## config.mk

```make
export PLATFORM = sky130hd
export DESIGN_NAME = fetch_stage
export DESIGN_NICKNAME = d
export VERILOG_FILES = /design/src/rtl/pipeline_pkg.sv /design/src/rtl/if_id_reg.sv /design/src/rtl/fetch_stage.sv
export SDC_FILE = /design/constraint.sdc
export NUM_CORES = 1
export LEC_CHECK = 0
export CAP_MARGIN = 20
export CORE_ASPECT_RATIO = 1.5
export CORE_MARGIN = 4
export CORE_UTILIZATION = 40
export DETAILED_ROUTE_END_ITERATION = 10
export SETUP_SLACK_MARGIN = 0.15
export SLEW_MARGIN = 10
export SYNTH_ARGS = -nofsm -noshare
export SYNTH_HDL_FRONTEND = slang
export SYNTH_HIERARCHICAL = 1
export SYNTH_SLANG_ARGS = --single-unit
```

## constraint.sdc

```tcl
create_clock -name clk -period 18 [get_ports clk]
set_input_delay 3.6 -clock clk [delete_from_list [all_inputs] [get_ports clk]]
set_output_delay 3.6 -clock clk [all_outputs]
set_load 0.02 [all_outputs]
```

## src/rtl/pipeline_pkg.sv

```systemverilog
// Shared pipeline definitions: datapath width, NOP encoding, fetch FSM states and the PC step.
package pipeline_pkg;

   localparam int          XLEN      = 32;
   localparam logic [31:0] NOP_INSTR = 32'h0000_0013;
   localparam int          PC_STEP   = 4;

   typedef enum logic [1:0] {
      ST_REQ   = 2'd0,
      ST_HOLD  = 2'd1,
      ST_DRAIN = 2'd2
   } fetch_state_e;

endpackage

```

## src/rtl/if_id_reg.sv

```systemverilog
// IF/ID pipeline register: load a fetched instruction, insert a bubble, or hold the current contents.
module if_id_reg
   import pipeline_pkg::*;
#(
   parameter int          XLEN      = pipeline_pkg::XLEN,
   parameter logic [31:0] NOP_INSTR = pipeline_pkg::NOP_INSTR
) (
   input  logic            clk,
   input  logic            reset,
   input  logic            load_i,
   input  logic            bubble_i,
   input  logic [XLEN-1:0] pc_i,
   input  logic [31:0]     instr_i,
   output logic [XLEN-1:0] pc_o,
   output logic [31:0]     instr_o,
   output logic            valid_o
);

   logic [XLEN-1:0] pc_q,    pc_d;
   logic [31:0]     instr_q, instr_d;
   logic            valid_q, valid_d;

   // Bubble takes precedence over load; the PC field is left as-is on a bubble.
   always_comb begin
      pc_d    = pc_q;
      instr_d = instr_q;
      valid_d = valid_q;
      if (bubble_i) begin
         instr_d = NOP_INSTR;
         valid_d = 1'b0;
      end else if (load_i) begin
         pc_d    = pc_i;
         instr_d = instr_i;
         valid_d = 1'b1;
      end
   end

   always_ff @(posedge clk or posedge reset) begin
      if (reset) begin
         pc_q    <= '0;
         instr_q <= NOP_INSTR;
         valid_q <= 1'b0;
      end else begin
         pc_q    <= pc_d;
         instr_q <= instr_d;
         valid_q <= valid_d;
      end
   end

   assign pc_o    = pc_q;
   assign instr_o = instr_q;
   assign valid_o = valid_q;

endmodule

```

## src/rtl/fetch_stage.sv

```systemverilog
// Instruction fetch stage: PC register, imem request/ready handshake FSM, one-entry hold buffer, IF/ID register.
module fetch_stage
   import pipeline_pkg::*;
#(
   parameter int              XLEN      = pipeline_pkg::XLEN,
   parameter logic [XLEN-1:0] RESET_PC  = '0,
   parameter logic [31:0]     NOP_INSTR = pipeline_pkg::NOP_INSTR
) (
   input  logic            clk,
   input  logic            reset,
   input  logic            PCWrite,
   input  logic            IF_ID_Write,
   input  logic            Flush,
   input  logic [XLEN-1:0] BranchTarget,
   output logic            imem_req,
   output logic [XLEN-1:0] imem_addr,
   input  logic [31:0]     imem_rdata,
   input  logic            imem_ready,
   output logic [XLEN-1:0] IF_ID_PC,
   output logic [31:0]     IF_ID_Instr,
   output logic            IF_ID_Valid
);

   fetch_state_e    state_q, state_d;
   logic [XLEN-1:0] pc_q, pc_d;
   logic [XLEN-1:0] req_addr_q, req_addr_d;
   logic [XLEN-1:0] buf_pc_q, buf_pc_d;
   logic [31:0]     buf_instr_q, buf_instr_d;
   logic [XLEN-1:0] pc_inc;

   logic            ifid_load, ifid_bubble;
   logic [XLEN-1:0] ifid_pc;
   logic [31:0]     ifid_instr;

   assign pc_inc = pc_q + XLEN'(PC_STEP);

   always_comb begin
      state_d     = state_q;
      pc_d        = pc_q;
      req_addr_d  = req_addr_q;
      buf_pc_d    = buf_pc_q;
      buf_instr_d = buf_instr_q;
      ifid_load   = 1'b0;
      ifid_bubble = 1'b0;
      ifid_pc     = req_addr_q;
      ifid_instr  = imem_rdata;

      unique case (state_q)
         ST_REQ: begin
            if (imem_ready) begin
               if (Flush) begin
                  pc_d        = BranchTarget;
                  req_addr_d  = BranchTarget;
                  ifid_bubble = 1'b1;
               end else if (IF_ID_Write) begin
                  ifid_load = 1'b1;
                  if (PCWrite) begin
                     pc_d       = pc_inc;
                     req_addr_d = pc_inc;
                  end
               end else begin
                  buf_pc_d    = req_addr_q;
                  buf_instr_d = imem_rdata;
                  state_d     = ST_HOLD;
               end
            end else begin
               // The outstanding request must complete at its original address before redirecting.
               if (Flush) begin
                  pc_d        = BranchTarget;
                  ifid_bubble = 1'b1;
                  state_d     = ST_DRAIN;
               end else if (IF_ID_Write) begin
                  ifid_bubble = 1'b1;
               end
            end
         end

         ST_HOLD: begin
            ifid_pc    = buf_pc_q;
            ifid_instr = buf_instr_q;
            if (Flush) begin
               pc_d        = BranchTarget;
               req_addr_d  = BranchTarget;
               ifid_bubble = 1'b1;
               state_d     = ST_REQ;
            end else if (IF_ID_Write) begin
               ifid_load = 1'b1;
               state_d   = ST_REQ;
               if (PCWrite) begin
                  pc_d       = pc_inc;
                  req_addr_d = pc_inc;
               end
            end
         end

         ST_DRAIN: begin
            if (Flush) begin
               pc_d = BranchTarget;
            end
            ifid_bubble = Flush | IF_ID_Write;
            if (imem_ready) begin
               req_addr_d = pc_d;
               state_d    = ST_REQ;
            end
         end

         default: begin
            state_d = ST_REQ;
         end
      endcase
   end

   always_ff @(posedge clk or posedge reset) begin
      if (reset) begin
         state_q    <= ST_REQ;
         pc_q       <= RESET_PC;
         req_addr_q <= RESET_PC;
      end else begin
         state_q    <= state_d;
         pc_q       <= pc_d;
         req_addr_q <= req_addr_d;
      end
   end

   // Buffer contents are only meaningful in HOLD, so they carry no reset.
   always_ff @(posedge clk) begin
      buf_pc_q    <= buf_pc_d;
      buf_instr_q <= buf_instr_d;
   end

   assign imem_req  = (state_q != ST_HOLD);
   assign imem_addr = req_addr_q;

   if_id_reg #(
      .XLEN      (XLEN),
      .NOP_INSTR (NOP_INSTR)
   ) u_if_id (
      .clk      (clk),
      .reset    (reset),
      .load_i   (ifid_load),
      .bubble_i (ifid_bubble),
      .pc_i     (ifid_pc),
      .instr_i  (ifid_instr),
      .pc_o     (IF_ID_PC),
      .instr_o  (IF_ID_Instr),
      .valid_o  (IF_ID_Valid)
   );

endmodule
```

Word level (Yosys, flattened, before mapping)
Cells that the tools add are included.
{ "op_classes": {"n_div": 0, "n_eq_ne": 9, "n_mux": 34, "reduce_logical": 7, "add_sub_neg": 1, "n_bitwise": 4, "order_cmp": 0, "shifts": 0, "mul": 0} }
{ "ops": {"columns": ["cell", "n"], "rows": [
  ["two-way mux 32 bit", 14],
  ["case mux 32 bit (3 select lines)", 2],
  ["adder 32 x 3 -> 32 bit (second input constant)", 1],
  ["two-way mux 2 bit", 7],
  ["!= test 3 bit (second input constant)", 4],
  ["two-way mux 1 bit", 8],
  ["case mux 2 bit (3 select lines)", 1],
  ["AND reduction 5 bit", 1],
  ["!= test 2 bit (second input constant)", 2],
  ["AND reduction 4 bit", 1],
  ["inverter 1 bit", 3],
  ["case mux 1 bit (3 select lines)", 1],
  ["AND reduction 3 bit", 1],
  ["nonzero test 3 bit", 1],
  ["equality test 2 x 1 -> 1 bit (second input constant)", 1],
  ["equality test 2 bit (second input constant)", 1],
  ["logical NOT 2 bit", 1],
  ["!= test 2 x 1 -> 1 bit (second input constant)", 1],
  ["case mux 1 bit (2 select lines)", 1],
  ["AND reduction 2 bit", 1],
  ["nonzero test 2 bit", 1],
  ["bitwise OR 1 bit", 1]
]} }
{ "totals": {"elab_cells": 63, "mem_count": 0, "input_bits": 70, "register_bits": 195, "output_inout_bits": 98, "romBits": 0, "ramBits": 0, "latch_bits": 0} }

Logic depth before layout (Yosys ltp)
Gate-level depths: netlist of run 1.
{ "depth": {"depth_word": 6, "mapped_depth": 11, "ltp_nobuf": 7} }

Modules after synthesis
The synthesis of run 1 kept the hierarchy.
{ "modules_own_cells": {"columns": ["module", "cells_each", "instances", "seq_area_each_um2", "area_each_um2"], "rows": [
  ["fetch_stage", 923, 1, 3573.4, 8663.3],
  ["if_id_reg", 177, 1, 1630.3, 2660.1]
]} }

Worst setup path after synthesis of run 1
OpenSTA, ideal clock, no wires.
{ "synth_timing": {"kind": "input -> register", "start": "input port Flush", "end": "register buf_instr_q[0] (enable)", "slack_ns": 8.662, "stages": 5, "arrival_time_ns": 8.773, "setup_ns": 0.565, "path_cell_list": "clkbuf_1 > clkbuf_1 > clkbuf_1 > buf_1 > nor3_1"} }
{ "synth_via": {"elab_chain_cells": 2} }
{ "synth_rtl": {"columns": ["element", "line", "rtl"], "rows": [
  ["start, declared", "fetch_stage.sv:13", "input logic Flush,"],
  ["inverter 1 bit (no line)", null, null],
  ["AND reduction 4 bit (no line)", null, null],
  ["end signal, assigned", "fetch_stage.sv:128", "buf_instr_q <= buf_instr_d;"],
  ["end, declared", "fetch_stage.sv:28", "logic [31:0] buf_instr_q, buf_instr_d;"]
]} }
No other way between the ends.
A chain may end at the register's enable or synchronous reset.

Worst setup path after layout of run 1
{ "layout_timing": {"start": "input port IF_ID_Write", "end": "register req_addr_q[5], in the netlist imem_addr[5]"} }
{ "layout_via": {"elab_chain_cells": 4} }
{ "layout_rtl": {"columns": ["element", "line", "rtl"], "rows": [
  ["start, declared", "fetch_stage.sv:12", "input logic IF_ID_Write,"],
  ["two-way mux 32 bit (*) (2 in series)", null, null],
  ["two-way mux 32 bit", null, null],
  ["case mux 32 bit (3 select lines) (*)", null, null],
  ["end signal, assigned", "fetch_stage.sv:121", "req_addr_q <= req_addr_d;"],
  ["end, declared", "fetch_stage.sv:26", "logic [XLEN-1:0] req_addr_q, req_addr_d;"]
]} }
Mark *: on every way between the ends. The rest lies on a longest branch, timed or not. The select of a mux whose other input is x is not followed.

==> results.tsv, run 1 <==
metric	value	unit
status	complete, no violations	
final WL	35900	um
Min-Delay Path Class	flip-flop to flip-flop	
TritonCTS clock tree	done	
Die ar.	31100	um2
Rows	75	
ys flop type	dfrtp_1	
Synth Register Bits	195	
largest net degree at the start of global routing	72	
syn_area_per_cell	10.3	um2
Warnings, synthesis	6	
Sum Neg Setup Slack	0	ps
Compound-Gate Fraction of Synth Area	15.3	%
Final Max Tran Viols	0	
Setup-failing EPs final	0	
io pins	168	
Post-synth EDFFs	64	
Final Non-Filler Cells	1558	
unrepaired setup endpoints after global routing	false	
Mapped Cells	1100	
max incr delay on CP	930	ps
# fillers	2676	
Worst slew margin	20.7	%
Period minus WS final	6400	ps
post-route cell area	13700	um2
Setup crit start kind	input port	
sequential fraction of the synthesis area	46.0	%
htree depth	4	
grt ovf	0	
Cell variety after synth	78	
Wirelength per Cell	23.0	um
Clock transition at path regs	70	ps
initial antenna violation count	0	
nets@finish	1274	
# clock sinks	195	
vias per cell	6.09	
# Post-CTS Setup Buffers	0	
Final Hold Viols	0	
post-CTS sizing	0	
clk_lat worst skew	440	ps
PortBufs	167	
data arrival time of the critical path	6720	ps
Final period util	35.6	%
Placed Area	13100	um2
Crit path required time	18320	ps
Die Wd	145	um
syn_nets	1175	
clk buf depth	2	
Post-Synth Simple-Gate Area	16.8	%
Peak VDD IR	0.0751	mV
pwr dens	171	nW/um2
largest family of logic cells by synthesized area	simple AND/OR/NAND/NOR gates	
# hold bufs at CTS	0	
Slowest-stage cell, CP	a211oi_4	
Min Hold Slack	501	ps
XOR/XNOR Fraction of Synth Area	1.86	%
root buffer cell	clkbuf_16	
Initial Util	40.5	%
mux cell area share after synthesis	14.9	%
via count	9489	
Initial DRC Count	784	
number of remaining DRC errors	0	
first-pass iteration count of the detailed router	6	
Max Clk Rate	0.156	GHz
Core Region	28000	um2
area grow syn2layout	21.1	%
HPWL Detailed	24500	um
first-pass GRT wire length	56000	um
Setup crit end kind	flip-flop	
Cell Area, Synth	11300	um2
GP Congestion	0.910	
CTS buffer count	17	
kind of critical path	input port to flip-flop	
skew final	10.3	ps
max cap viols	0	
Synth Area in Adders	0.552	%
fraction of layout cells with a size suffix above 1	15.3	%
vias in the first global route	9384	
CP max FO	21	
Diodes inserted	0	
GRT Total Usage	22.6	%
post-route ant nets	0	
placed cell count	1526	
crit-path cells	clkdlybuf4s50_1 -> nand2_1 -> a211oi_4 -> buf_4 -> mux2_2	
Die H	214	um
Slew @ Worst Pin	1180	ps
Lkg Pwr	0.00514	uW
Post-synth ARST share	67.2	%
## critical path, delay by kind of cell
family          cells  cell delay (ps)
compound gates      1              930
buf+inv             2             1120
mux                 1              360
simple gates        1              690
## Yosys cell counts, types with 4 or more instances
cell / count / area share, %
a311oi_1: 5 / 0.39
xor2_1: 9 / 0.70
nor3_1: 22 / 0.97
xnor2_1: 15 / 1.2
nand2b_1: 8 / 0.44
o31a_1: 7 / 0.54
dfrtp_1: 128 / 28
a31oi_1: 12 / 0.66
mux2_2: 72 / 7.2
or3_1: 16 / 0.88
or2_2: 6 / 0.33
a221oi_1: 10 / 0.77
o31ai_1: 12 / 0.80
buf_2: 17 / 0.75
nor2b_1: 11 / 0.61
nand2_1: 58 / 1.9
o22ai_1: 5 / 0.28
mux2_4: 30 / 4.0
buf_6: 6 / 0.60
a22oi_1: 9 / 0.60
inv_1: 17 / 0.56
nand3_1: 42 / 1.9
and3_1: 19 / 1.0
buf_1: 16 / 0.53
o21ai_0: 59 / 2.6
ha_1: 5 / 0.55
a21oi_1: 46 / 2.0
a211oi_1: 13 / 0.86
a211o_1: 6 / 0.46
a22o_1: 5 / 0.39
edfxtp_1: 64 / 17
mux2i_1: 42 / 3.7
o21a_1: 4 / 0.27
clkbuf_1: 64 / 2.1
and4_1: 5 / 0.39
o211ai_1: 8 / 0.53
nor2_1: 96 / 3.2
nor4_1: 24 / 1.3
o221a_2: 4 / 0.40
nand4_1: 24 / 1.3
or4_1: 4 / 0.27
## cells in the final DEF, fill, tap and decap left out, types with 17 or more instances in the layout
cell and instances:
clkdlybuf4s50_1 166, dfrtp_1 128, nor2_1 96, mux2_2 72, edfxtp_1 64, o21ai_0 59
nand2_1 58, a21oi_1 45, nand3_1 42, mux2i_1 42, mux2_4 30, nor4_1 24
nand4_1 24, nor3_1 21, and3_1 19, buf_4 19, clkbuf_16 17
## area by class of cell
type / count / area (um2) / share of cell area, %
tap: 346 / 433 / 3.16
clock inverter: 13 / 126 / 0.922
clock buffer: 19 / 453 / 3.30
timing repair buffer: 185 / 1800 / 13.2
inverter: 17 / 63.8 / 0.465
multi-input combinational: 783 / 5630 / 41.0
sequential: 195 / 5200 / 37.9
## report_power, final
part           internal [uW]  switching [uW]  total, uW
clock network            200             178        378
logic                    527             635       1160
registers                619             190        809
## metrics by stage
stage               utilization (%)  worst slack [ps]  power (uW)
finish                         49.0             11600        2350
floorplan                         -              8660        1520
global placement               47.0             11290        1960
detailed placement             47.0             11220        1970
CTS                            49.0             11690        2350
global route                   49.0             11430        2480
## path summary, 6_finish.rpt
path,start,to,slack [ps],depth (start not counted)
max,IF_ID_Write,imem_addr[5],11600,5
min,pc_q[0],pc_q[0],500,1
max reg2reg,state_q[0],u_if_id/pc_o[30],14560,7
min reg2reg,pc_q[0],pc_q[0],500,1
max in group asynchronous,reset,imem_addr[26],13590,3
min in group asynchronous,reset,u_if_id/pc_o[15],3790,3
## routing by layer
metal	GRT usage, %	wire [um]	share of wire [%]
met5	0	0	0
met4	10.4	1490	4.1
met1	28.8	14700	41
met3	3.47	1990	5.5
met2	37.9	17700	49
## sequential cells by signal (all words and copies together) (netlist names)
register	cells
buf_pc_q	32
u_if_id/pc_o	32
u_if_id/valid_o	1
u_if_id/instr_o	32
state_q	2
imem_addr	32
pc_q	32
buf_instr_q	32
## cell families (layout without fill, tap and decap cells)
group	after synthesis	in the layout
simple gates	359	359
compound gates	251	251
flops	195	195
mux	144	144
buf+inv	122	234
xor+xnor	24	24
fa+ha+maj	5	5
No activity file was read; power rests on OpenSTA's default activity.
==> run 2: changes to the inputs <==
==> constraint.sdc (replaced) <==
create_clock -name clk -period 6.3 [get_ports clk]
set_input_delay 1.26 -clock clk [delete_from_list [all_inputs] [get_ports clk]]
set_output_delay 1.26 -clock clk [all_outputs]
set_load 0.02 [all_outputs]
==> run 2 against run 1 <==
Effect of this change: cell count barely moved; flip-flop and latch count did not move; final area is 0.14% lower; critical path depth rose by 3; combinational power grew to 2.9 times the previous value; sequential share of layout area increased by 0.052 points; clock-buffer cell count grew 1; worst setup slack lost 9200 ps; sequential power grew to 2.8 times the previous value; worst hold slack improved by 1.5 ps; clock power increased to 2.8 times the previous value; die area is the same.
==> results.tsv, run 2 (synthesis gave the netlist of run 1 again) <==
metric	value	unit	change
unrepaired setup endpoints after global routing	false		
first-pass GRT wire length	56000	um	about the same
vias in the first global route	9472		+0.94%
Core Region	28000	um2	unchanged
Int Pwr	3840	uW	+180%
Crit path required time	6620	ps	-11700 ps
Max Clk Rate	0.256	GHz	
TritonCTS clock tree	done		
Die Wd	145	um	unchanged
Initial DRC Count	862		+9.9%
nets@finish	1273		-0.078%
Sw Share	42.5	%	-0.14 points
Buf/Inv on CP	3		+1
Lkg Pwr	0.00515	uW	+0.19%
htree depth	4		unchanged
Rows	75		unchanged
GRT Total Usage	22.6	%	about the same
Initial Util	40.5	%	unchanged
area grow syn2layout	20.9	%	
via count	9481		-0.084%
Setup-failing EPs final	0		unchanged
commonest non-fill, non-tap cell in the layout	clkdlybuf4s50_1		
Min-Delay Path Class	flip-flop to flip-flop		
vias per cell	6.09		about the same
# Post-CTS Setup Buffers	0		unchanged
CTS buffer count	17		unchanged
Wirelength per Cell	22.8	um	-0.92%
Clock transition at path regs	70	ps	about the same
clock share of power	16.0	%	about the same
Final Hold Viols	0		unchanged
Setup crit start kind	input port		
post-CTS sizing	0		unchanged
kind of critical path	input port to flip-flop		
most frequent cells in the layout	166 x clkdlybuf4s50_1, 128 x dfrtp_1, 96 x nor2_1		
fraction of layout cells with a size suffix above 1	15.2	%	-0.15 points
most used cell, CP	buf_4		
worst r2r src	state_q[0]		
Worst slew margin	32.1	%	+11 points
clk buf depth	2		unchanged
final worst slack	2390	ps	-9210 ps
initial antenna violation count	0		unchanged
Diodes inserted	0		unchanged
data arrival time of the critical path	4230	ps	-2490 ps
pwr dens	488	nW/um2	+180%
Flop pwr share	34.4	%	about the same
status	complete, no violations		
io pins	168		unchanged
max cap viols	0		unchanged
delay-heaviest family, CP	buffers and inverters		
# clock sinks	195		unchanged
post-route ant nets	0		unchanged
first-pass iteration count of the detailed router	5		-1
max incr delay on CP	660	ps	-270 ps
Final period util	62.1	%	
Critical path origin	imem_ready		
Sum Neg Setup Slack	0	ps	unchanged
Sw Pwr	2840	uW	+180%
hold_sp	imem_addr[19]		
Gate power share	49.7	%	+0.2 points
crit-path cells	clkdlybuf4s50_1 -> buf_4 -> nor2b_1 -> o22a_1 -> o221a_2 -> nor2b_4 -> buf_4 -> mux2_2		
clk_lat worst skew	450	ps	about the same
number of remaining DRC errors	0		unchanged
placed cell count	1525		-0.066%
HPWL Detailed	24400	um	-0.55%
PortBufs	167		unchanged
Peak VDD IR	0.245	mV	+230%
Setup crit end kind	flip-flop		
final WL	35500	um	-0.98%
# hold bufs at CTS	0		unchanged
DP Worst Slack	1940	ps	-9280 ps
root buffer cell	clkbuf_16		
Die ar.	31100	um2	unchanged
CP max FO	34		+62%
Period minus WS final	3910	ps	
Slew @ Worst Pin	1020	ps	-170 ps
Final Max Tran Viols	0		unchanged
grt ovf	0		unchanged
largest net degree at the start of global routing	67		-6.9%
GP Congestion	0.949		+4.3%
Slowest-stage cell, CP	nor2b_4		
skew final	10.4	ps	+0.106 ps
Final Non-Filler Cells	1557		-0.064%
Die H	214	um	unchanged
[run 2: cell types whose count changed in the layout (fill, tap and decap cells not counted), sizes merged]
cell / before / now
clkbuf: 19 / 20
buf: 19 / 18
clkinv: 3 / 5
clkinvlp: 6 / 2
inv: 20 / 21
[run 2: area by class of cell]
type                            count  area [um2]
Sequential cell                   195        5200
Multi-Input combinational cell    783        5640
Clock inverter                     12         105
Clock buffer                       20         457
Fill cell                        2645       14300
Inverter                           17        63.8
Timing Repair Buffer              184        1800
Tap cell                          346         433
[run 2: metal layers]
layer / routed length, um / track usage, % / vias up
met1: 14400 / 28.1 / 4605
met2: 17100 / 37.1 / 440
met4: 1760 / 11.2 / 0
met5: 0 / 0 / -
li1: - / - / 4323
met3: 2280 / 4.88 / 113
[run 2: final timing paths]
kind	end	slack [ps]	cells past startpoint
setup / recovery	u_if_id/pc_o[30]	2390	8
hold / removal	buf_pc_q[19]	500	0
setup reg to reg	u_if_id/pc_o[30]	2490	7
hold reg to reg	buf_pc_q[19]	500	0
max in group asynchronous	u_if_id/instr_o[1]	4120	3
min in group asynchronous	u_if_id/pc_o[16]	1250	2
[run 2: stage by stage]
step	total power (uW)	hold WS [ps]	utilization, %	area (um2)
3_3_place_gp	5570	484	47.0	13100
6_report	6680	502	49.0	13700
3_5_place_dp	5620	484	47.0	13100
5_1_grt	7060	533	49.0	13700
4_1_cts	6700	507	49.0	13700
2_1_floorplan	4340	465	-	11300
[run 2: worst reg2reg max path, stage by stage, from the launching register on]
cell and delay [ps]:
dfrtp_1 430, ha_1 180, buf_4 480, inv_1 590, o221a_2 540, nor2b_4 660, buf_4 420, mux2_2 390
[run 2: power groups by stage]
stage	Sequential, uW	Combinational, uW	Clock [uW]
after global routing	2360	3550	1140
after global placement	2300	3270	0
after floorplan	2360	1980	0
after detailed placement	2310	3310	0
after CTS	2290	3310	1090
final	2290	3320	1070
==> run 3: changes to the inputs <==
==> constraint.sdc (replaced) <==
create_clock -name clk -period 3.9 [get_ports clk]
set_input_delay 0.78 -clock clk [delete_from_list [all_inputs] [get_ports clk]]
set_output_delay 0.78 -clock clk [all_outputs]
set_load 0.02 [all_outputs]
==> run 3 against run 2 <==
Effect of this change: critical path depth unchanged; power increased by 65%; clock power increased by 72%; cell count increased by 1.2%; sequential power increased by 60%; combinational power increased by 66%; non-clock buffer count increased by 19; largest cell class unchanged; largest power group unchanged.
==> results.tsv, run 3 (synthesis gave the netlist of run 1 again) <==
metric	value	unit	change
first-pass GRT wire length	56700	um	+1.2%
Diodes inserted	0		unchanged
CP max FO	18		-47%
post-CTS sizing	0		unchanged
post-route cell area	13900	um2	+1.5%
commonest non-fill, non-tap cell in the layout	clkdlybuf4s50_1		
initial antenna violation count	0		unchanged
Die H	214	um	unchanged
PortBufs	167		unchanged
clk buf depth	2		unchanged
Die Wd	145	um	unchanged
io pins	168		unchanged
GRT busiest layer	met2		
skew final	12.9	ps	+2.56 ps
Crit path required time	4290	ps	-2330 ps
HPWL Detailed	25800	um	+5.8%
Core Region	28000	um2	unchanged
Die ar.	31100	um2	unchanged
GRT Total Usage	23.0	%	+0.44 points
htree depth	4		unchanged
clk_lat worst skew	450	ps	about the same
Final Hold Viols	0		unchanged
Setup-failing EPs final	0		unchanged
most frequent cells in the layout	166 x clkdlybuf4s50_1, 128 x dfrtp_1, 96 x nor2_1		
Period minus WS final	3030	ps	
# clock sinks	195		unchanged
Slew @ Worst Pin	931	ps	-84.0 ps
post-route ant nets	0		unchanged
unrepaired setup endpoints after global routing	false		
Setup crit start kind	flip-flop		
Peak VDD IR	0.371	mV	+51%
# hold bufs at CTS	0		unchanged
Worst slew margin	37.9	%	+5.8 points
number of remaining DRC errors	0		unchanged
largest net degree at the start of global routing	65		-3.0%
Final Max Tran Viols	0		unchanged
Rows	75		unchanged
Clock transition at path regs	80	ps	about the same
Sw Pwr	4650	uW	+64%
Placed Area	13300	um2	+1.2%
Int Pwr	6350	uW	+66%
grt ovf	0		unchanged
area grow syn2layout	22.7	%	
met3 Track Usage GR	4.44	%	-0.44 points
first-pass iteration count of the detailed router	5		unchanged
Setup crit end kind	flip-flop		
Sw Share	42.3	%	-0.28 points
Flop pwr share	33.2	%	-1.2 points
Initial DRC Count	910		+5.6%
clock share of power	16.7	%	+0.7 points
Gate power share	50.1	%	+0.4 points
Final Power	11000	uW	+65%
max cap viols	0		unchanged
via count	9455		-0.27%
vias per cell	6.00		-1.5%
Initial Util	40.5	%	unchanged
Lkg Pwr	0.00526	uW	+2.3%
root buffer cell	clkbuf_16		
fraction of layout cells with a size suffix above 1	16.6	%	+1.4 points
Wirelength per Cell	23.0	um	+0.58%
# Post-CTS Setup Buffers	0		unchanged
data arrival time of the critical path	3420	ps	-810 ps
final WL	36200	um	+1.8%
GP Congestion	1.00		+5.8%
GR Util met1	29.0	%	+0.90 points
kind of critical path	flip-flop to flip-flop		
pwr dens	792	nW/um2	+62%
Min-Delay Path Class	flip-flop to flip-flop		
Sum Neg Setup Slack	0	ps	unchanged
vias in the first global route	9318		-1.6%
TritonCTS clock tree	done		
nets@finish	1292		+1.5%
Final period util	77.8	%	
met2 usage	37.7	%	+0.56 points
status	complete, no violations		
CTS buffer count	17		unchanged
Max Clk Rate	0.330	GHz	
==> run 3: cell count changes in the layout (fill, tap and decap cells not counted), sizes merged <==
| cell | delta |
|---|---|
| inv | +2 |
| bufinv | +1 |
| buf | +19 |
| clkbuf | -2 |
| clkinvlp | -1 |
==> run 3: power groups by stage <==
| stage | clock, uW | combinational, uW | sequential (uW) |
|---|---|---|---|
| final | 1840 | 5510 | 3660 |
| after global routing | 1960 | 5900 | 3780 |
| after detailed placement | 0 | 5520 | 3680 |
| after floorplan | 0 | 3200 | 3820 |
| after CTS | 1880 | 5530 | 3650 |
| after global placement | 0 | 5480 | 3670 |
==> run 3: metal layers <==
| layer | wire length (um) | up-vias | part of all wire [%] |
|---|---|---|---|
| met3 | 2220 | 83 | 6.1 |
| met2 | 17600 | 414 | 49 |
| li1 | - | 4370 | - |
| met4 | 1620 | 0 | 4.5 |
| met5 | 0 | - | 0 |
| met1 | 14700 | 4588 | 41 |
==> run 3: path summary, 6_finish.rpt <==
| path | start | endpoint | slack [ps] | cells past startpoint |
|---|---|---|---|---|
| min reg2reg | pc_q[0] | pc_q[0] | 510 | 1 |
| min in group asynchronous | reset | imem_addr[17] | 690 | 2 |
| max | state_q[0] | imem_addr[25] | 870 | 8 |
| max reg2reg | state_q[0] | imem_addr[25] | 870 | 8 |
| max in group asynchronous | reset | u_if_id/instr_o[1] | 2340 | 3 |
| min | pc_q[0] | pc_q[0] | 510 | 1 |
==> run 3: cell type report <==
class / instances / area [um2]
multi-input combinational: 783 / 5640
clock inverter: 14 / 171
inverter: 17 / 63.8
tap: 346 / 433
clock buffer: 18 / 439
sequential: 195 / 5200
timing repair buffer: 203 / 1950
fill: 2577 / 14100
==> run 3: critical path, stage by stage (launching register included) <==
cell and delay [ps]:
dfrtp_1 420, inv_1 100, ha_1 430, buf_4 320
nand3b_1 310, nor4_4 610, nand3_1 260, or3_1 430
nand3_1 80
==> run 3: metrics by stage <==
stage	util (%)	hold WS, ps	setup slack (ps)	instances
global placement	47.5	485	556	1544
global route	49.7	529	737	1576
finish	49.7	505	866	1576
floorplan	-	465	344	1100
detailed placement	47.5	485	501	1544
CTS	49.7	510	883	1576
==> RTL change 1 (config.mk and constraints of run 3) <==
Add an input register stage for `BranchTarget`, cleared by the reset; this delays it by one clock. The other inputs are not delayed to match.
--- a/src/rtl/fetch_stage.sv
+++ b/src/rtl/fetch_stage.sv
@@ -22,2 +22,12 @@
 );
+
+   logic [XLEN-1:0] BranchTarget_q;
+
+   always_ff @(posedge clk or posedge reset) begin
+      if (reset) begin
+         BranchTarget_q <= '0;
+      end else begin
+         BranchTarget_q <= BranchTarget;
+      end
+   end
 
@@ -51,4 +61,4 @@
                if (Flush) begin
-                  pc_d        = BranchTarget;
-                  req_addr_d  = BranchTarget;
+                  pc_d        = BranchTarget_q;
+                  req_addr_d  = BranchTarget_q;
                   ifid_bubble = 1'b1;
@@ -68,3 +78,3 @@
                if (Flush) begin
-                  pc_d        = BranchTarget;
+                  pc_d        = BranchTarget_q;
                   ifid_bubble = 1'b1;
@@ -81,4 +91,4 @@
             if (Flush) begin
-               pc_d        = BranchTarget;
-               req_addr_d  = BranchTarget;
+               pc_d        = BranchTarget_q;
+               req_addr_d  = BranchTarget_q;
                ifid_bubble = 1'b1;
@@ -97,3 +107,3 @@
             if (Flush) begin
-               pc_d = BranchTarget;
+               pc_d = BranchTarget_q;
             end
Check against the original RTL: not equivalent (a bounded check fails within 4 cycles, from zero or initial values and one cycle with reset high).
==> RTL change 1 against run 3 <==
  * Die area fell by 3.6%
  * Combinational power shrank 19%
  * Sequential cell count increased by 32
  * Final cell count shrank 8.4%
  * Power shrank 2.5%
  * Final area down 0.84%
  * First-iteration DRC count down 31%
  * Clock power grew 29%
  * Wire length down 18%
  * Synthesized area shrank 3.8%
  * Setup slack improved by 160 ps
==> RTL change 1: results (changes against run 3) <==
synth_cell_type_count: 70  # was 78
yosys-top-cells-area: "dfrtp_1 37%, edfxtp_1 18%, mux2_2 7.1%, mux2_4 4.1%, mux2i_1 3.4%"  # was dfrtp_1 28%, edfxtp_1 17%, mux2_2 7.2%, mux2_4 4.0%, mux2i_1 3.7%
worstPathMaxFanout: 10  # was 18
place.gp.congestion: 0.913  # was 1.00
p_sw_w: 0.00398  # was 0.00465 W
htreeDepth: 1  # was 4
clk_latency_ps: 520  # was 450 ps
cts-buffers-inserted: 23  # was 17
swShare_pct: 37.1  # was 42.3%
hold_depth: 2  # was 1
syn_area_per_cell_um2: 11.6  # was 10.3 um2
min_from: "u_if_id/valid_o"  # was pc_q[0]
p_leak_nw: 5.37  # was 5.26 nW
firstDrtPassIters: 6  # was 5
buffers: 199  # was 203
crit_start: "pc_q[11]"  # was state_q[0]
reg2reg_slack_ps: 1020  # was 870 ps
async_reset_ff_share_pct: 71.8  # was 67.2%
drt_wl_total_um: 29800  # was 36200 um
synth_xor_area_share_pct: 2.17  # was 1.86%
clk_pin_slew_ps: 60  # was 80 ps
cp.arrival_ps: 3300  # was 3420 ps
multi_input_area_mm2: 0.00454  # was 0.00564 mm2
clock_skew_ps: 14.0  # was 12.9 ps
status: "completed"  # unchanged
clockBufferDepth: 3  # was 2
synth_fa_ha_area_share_pct: 0.574  # was 0.552%
finalNetCount: 1165  # was 1292
[RTL change 1: cell types whose count changed in the layout (fill, tap and decap cells not counted), sizes merged, moves of 8 or more]
cell,run 3,this run
nand3,45,15
inv,23,12
and3,19,6
o21ai,59,43
a21oi,46,35
nor4,27,13
nor2,96,88
a211oi,13,3
or3,16,6
dfrtp,128,160
nand4,26,17
[RTL change 1: routing by layer]
layer	vias up	track usage [%]	part of all wire (%)
li1	3750	-	-
met4	0	7.22	3.0
met1	3915	24.9	40
met3	63	2.72	5.6
met2	271	34.4	51
met5	-	0	0
[RTL change 1: worst max-delay path by stage]
stage,to,slack (ps),cells after the start
after global routing,pc_q[31],930,5
final,pc_q[31],1020,5
after floorplan,buf_instr_q[0],460,5
after detailed placement,pc_q[13],880,6
after CTS,pc_q[31],1010,5
after global placement,pc_q[22],890,8
[RTL change 1: worst max-delay path: stages (launching register included)]
cell and delay [ps]:
dfrtp_1 590, nand4_2 270, or4_4 670, or3_1 510
or4_1 510, a32oi_1 240
==> RTL change 2 (flow settings as in run 3) <==
Without the edit above. The package constant `XLEN` goes from 32 to 16.
--- a/src/rtl/pipeline_pkg.sv
+++ b/src/rtl/pipeline_pkg.sv
@@ -3,3 +3,3 @@
 
-   localparam int          XLEN      = 32;
+   localparam int          XLEN      = 16;
    localparam logic [31:0] NOP_INSTR = 32'h0000_0013;
Ports: changed (resized BranchTarget, IF_ID_PC and imem_addr); port bits go from 168 to 120. The function was not compared with the original's and may differ.
==> RTL change 2 against run 3 <==
  * Register-to-register slack better by 430 ps
  * Sequential cell count is 64 lower
  * Synthesized area is 40% lower
  * Critical endpoint is now imem_req
  * Power is 37% lower
  * Setup slack better by 160 ps
  * Critical path type is now reg -> out
  * Wire length is 51% lower
  * Final area is 37% lower
  * Largest power group unchanged
  * Critical path depth is 4 lower
==> RTL change 2: results (changes against run 3) <==
status: "completed"  # unchanged
use_met3_pct: 4.09  # was 4.44%
viasPerCell: 5.46  # was 6.00
drtIter0Drc: 314  # was 910
globalRouteTotalUtil_pct: 18.8  # was 23.0%
clock_skew_ps: 8.60  # was 12.9 ps
worstPathMaxFanout: 8  # was 18
met1_usage_pct: 23.7  # was 29.0%
r2r-end: "u_if_id/pc_o[9]"  # was imem_addr[25]
min_from: "u_if_id/valid_o"  # was pc_q[0]
clockBufferDepth: 2  # unchanged
clk_latency_ps: 410  # was 450 ps
crit_start: "state_q[1]"  # was state_q[0]
ir_worst_vdd_mv: 0.403  # was 0.371 mV
route.met3.wl_um: 1010  # was 2220 um
synthesis.nets: 663  # was 1175
synth_cell_type_count: 59  # was 78
finalNetCount: 763  # was 1292
antenna_found_initial: 0  # unchanged
synth_mux_area_share_pct: 17.9  # was 14.9%
async_reset_ff_share_pct: 63.4  # was 67.2%
setup.worst_path.end: "imem_req"  # was imem_addr[25]
num-fill-cells: 1514  # was 2577
synth_xor_area_share_pct: 2.58  # was 1.86%
firstDrtPassIters: 4  # was 5
clk_pin_slew_ps: 60  # was 80 ps
grt_pass1_vias: 5227  # was 9318
crit_slowest_cell: "clkdlybuf4s50_1"  # was nor4_4
synthTopCellsByCount: "80 x dfrtp_1, 67 x nor2_1, 59 x mux2_2"  # was 128 x dfrtp_1, 96 x nor2_1, 72 x mux2_2
grt_pass1_wl_um: 28300  # was 56700 um
grt_max_degree: 61  # was 65
clockPowerShare_pct: 22.2  # was 16.7%
reg2reg_slack_ps: 1300  # was 870 ps
place.gp.congestion: 0.937  # was 1.00
drt_wl_total_um: 17800  # was 36200 um
synth_fa_ha_area_share_pct: 0.920  # was 0.552%
hold_depth: 2  # was 1
pre_cts_slack_ps: 748  # was 501 ps
comb_cell_power_w: 0.00305  # was 0.00551 W
post_dp_cell_area_mm2: 0.00816  # was 0.0133 mm2
wl_met1_um: 7420  # was 14700 um
synth_edf_count: 48  # was 64
drive_gt1_share_pct: 18.5  # was 16.6%
dr_wl_met2_um: 9050  # was 17600 um
cp.arrival_ps: 2090  # was 3420 ps
ff2ff_path_depth: 7  # was 8
tightest_slew_ps: 898  # was 931 ps
crit_family: "buffers and inverters"  # was simple AND/OR/NAND/NOR gates
yosys-top-cells-area: "dfrtp_1 29%, edfxtp_1 21%, mux2_2 9.8%, mux2i_1 5.9%, nor2_1 3.7%"  # was dfrtp_1 28%, edfxtp_1 17%, mux2_2 7.2%, mux2_4 4.0%, mux2i_1 3.7%
p_leak_nw: 3.35  # was 5.26 nW
synth_seq_area_share_pct: 51.8  # was 46.0%
htreeDepth: 4  # unchanged
max_stage_delay_ps: 660  # was 610 ps
dp_hpwl_um: 12500  # was 25800 um
grtUsageMet2_pct: 31.6  # was 37.7%
period_share_pct: 73.6  # was 77.8%
synth_compound_area_share_pct: 11.1  # was 15.3%
port-buffer-count: 119  # was 167
p_sw_w: 0.00264  # was 0.00465 W
hold_path_end: "u_if_id/valid_o"  # was pc_q[0]
==> RTL change 2: cell count changes in the layout (fill, tap and decap cells not counted), sizes merged, moves of 14 or more <==
cell and change:
nor2 -29, a21oi -17, dfrtp -48, nand2 -23, nand3 -39, clkdlybuf4s50 -48
mux2 -33, nor4 -19, nand4 -21, buf -25, or3 -14, edfxtp -16
and3 -19, o21ai -33
==> RTL change 2: layout make-up <==
type                       count  share of cell area [%]
tap                          210                    3.01
timing repair buffer         130                    14.5
clock buffer                  18                    4.92
inverter                      15                   0.660
multi-input combinational    409                    34.9
clock inverter                14                    1.59
sequential                   131                    40.4
==> RTL change 2: metrics by stage <==
stage          power (W)  utilization, %  std cells  hold slack, ps
4_1_cts          0.00696            52.0        927             502
6_report         0.00688            52.0        927             502
3_3_place_gp     0.00533            48.6        895             483
3_5_place_dp     0.00540            48.6        895             485
5_1_grt          0.00730            52.0        927             519
2_1_floorplan    0.00421               -        604             465
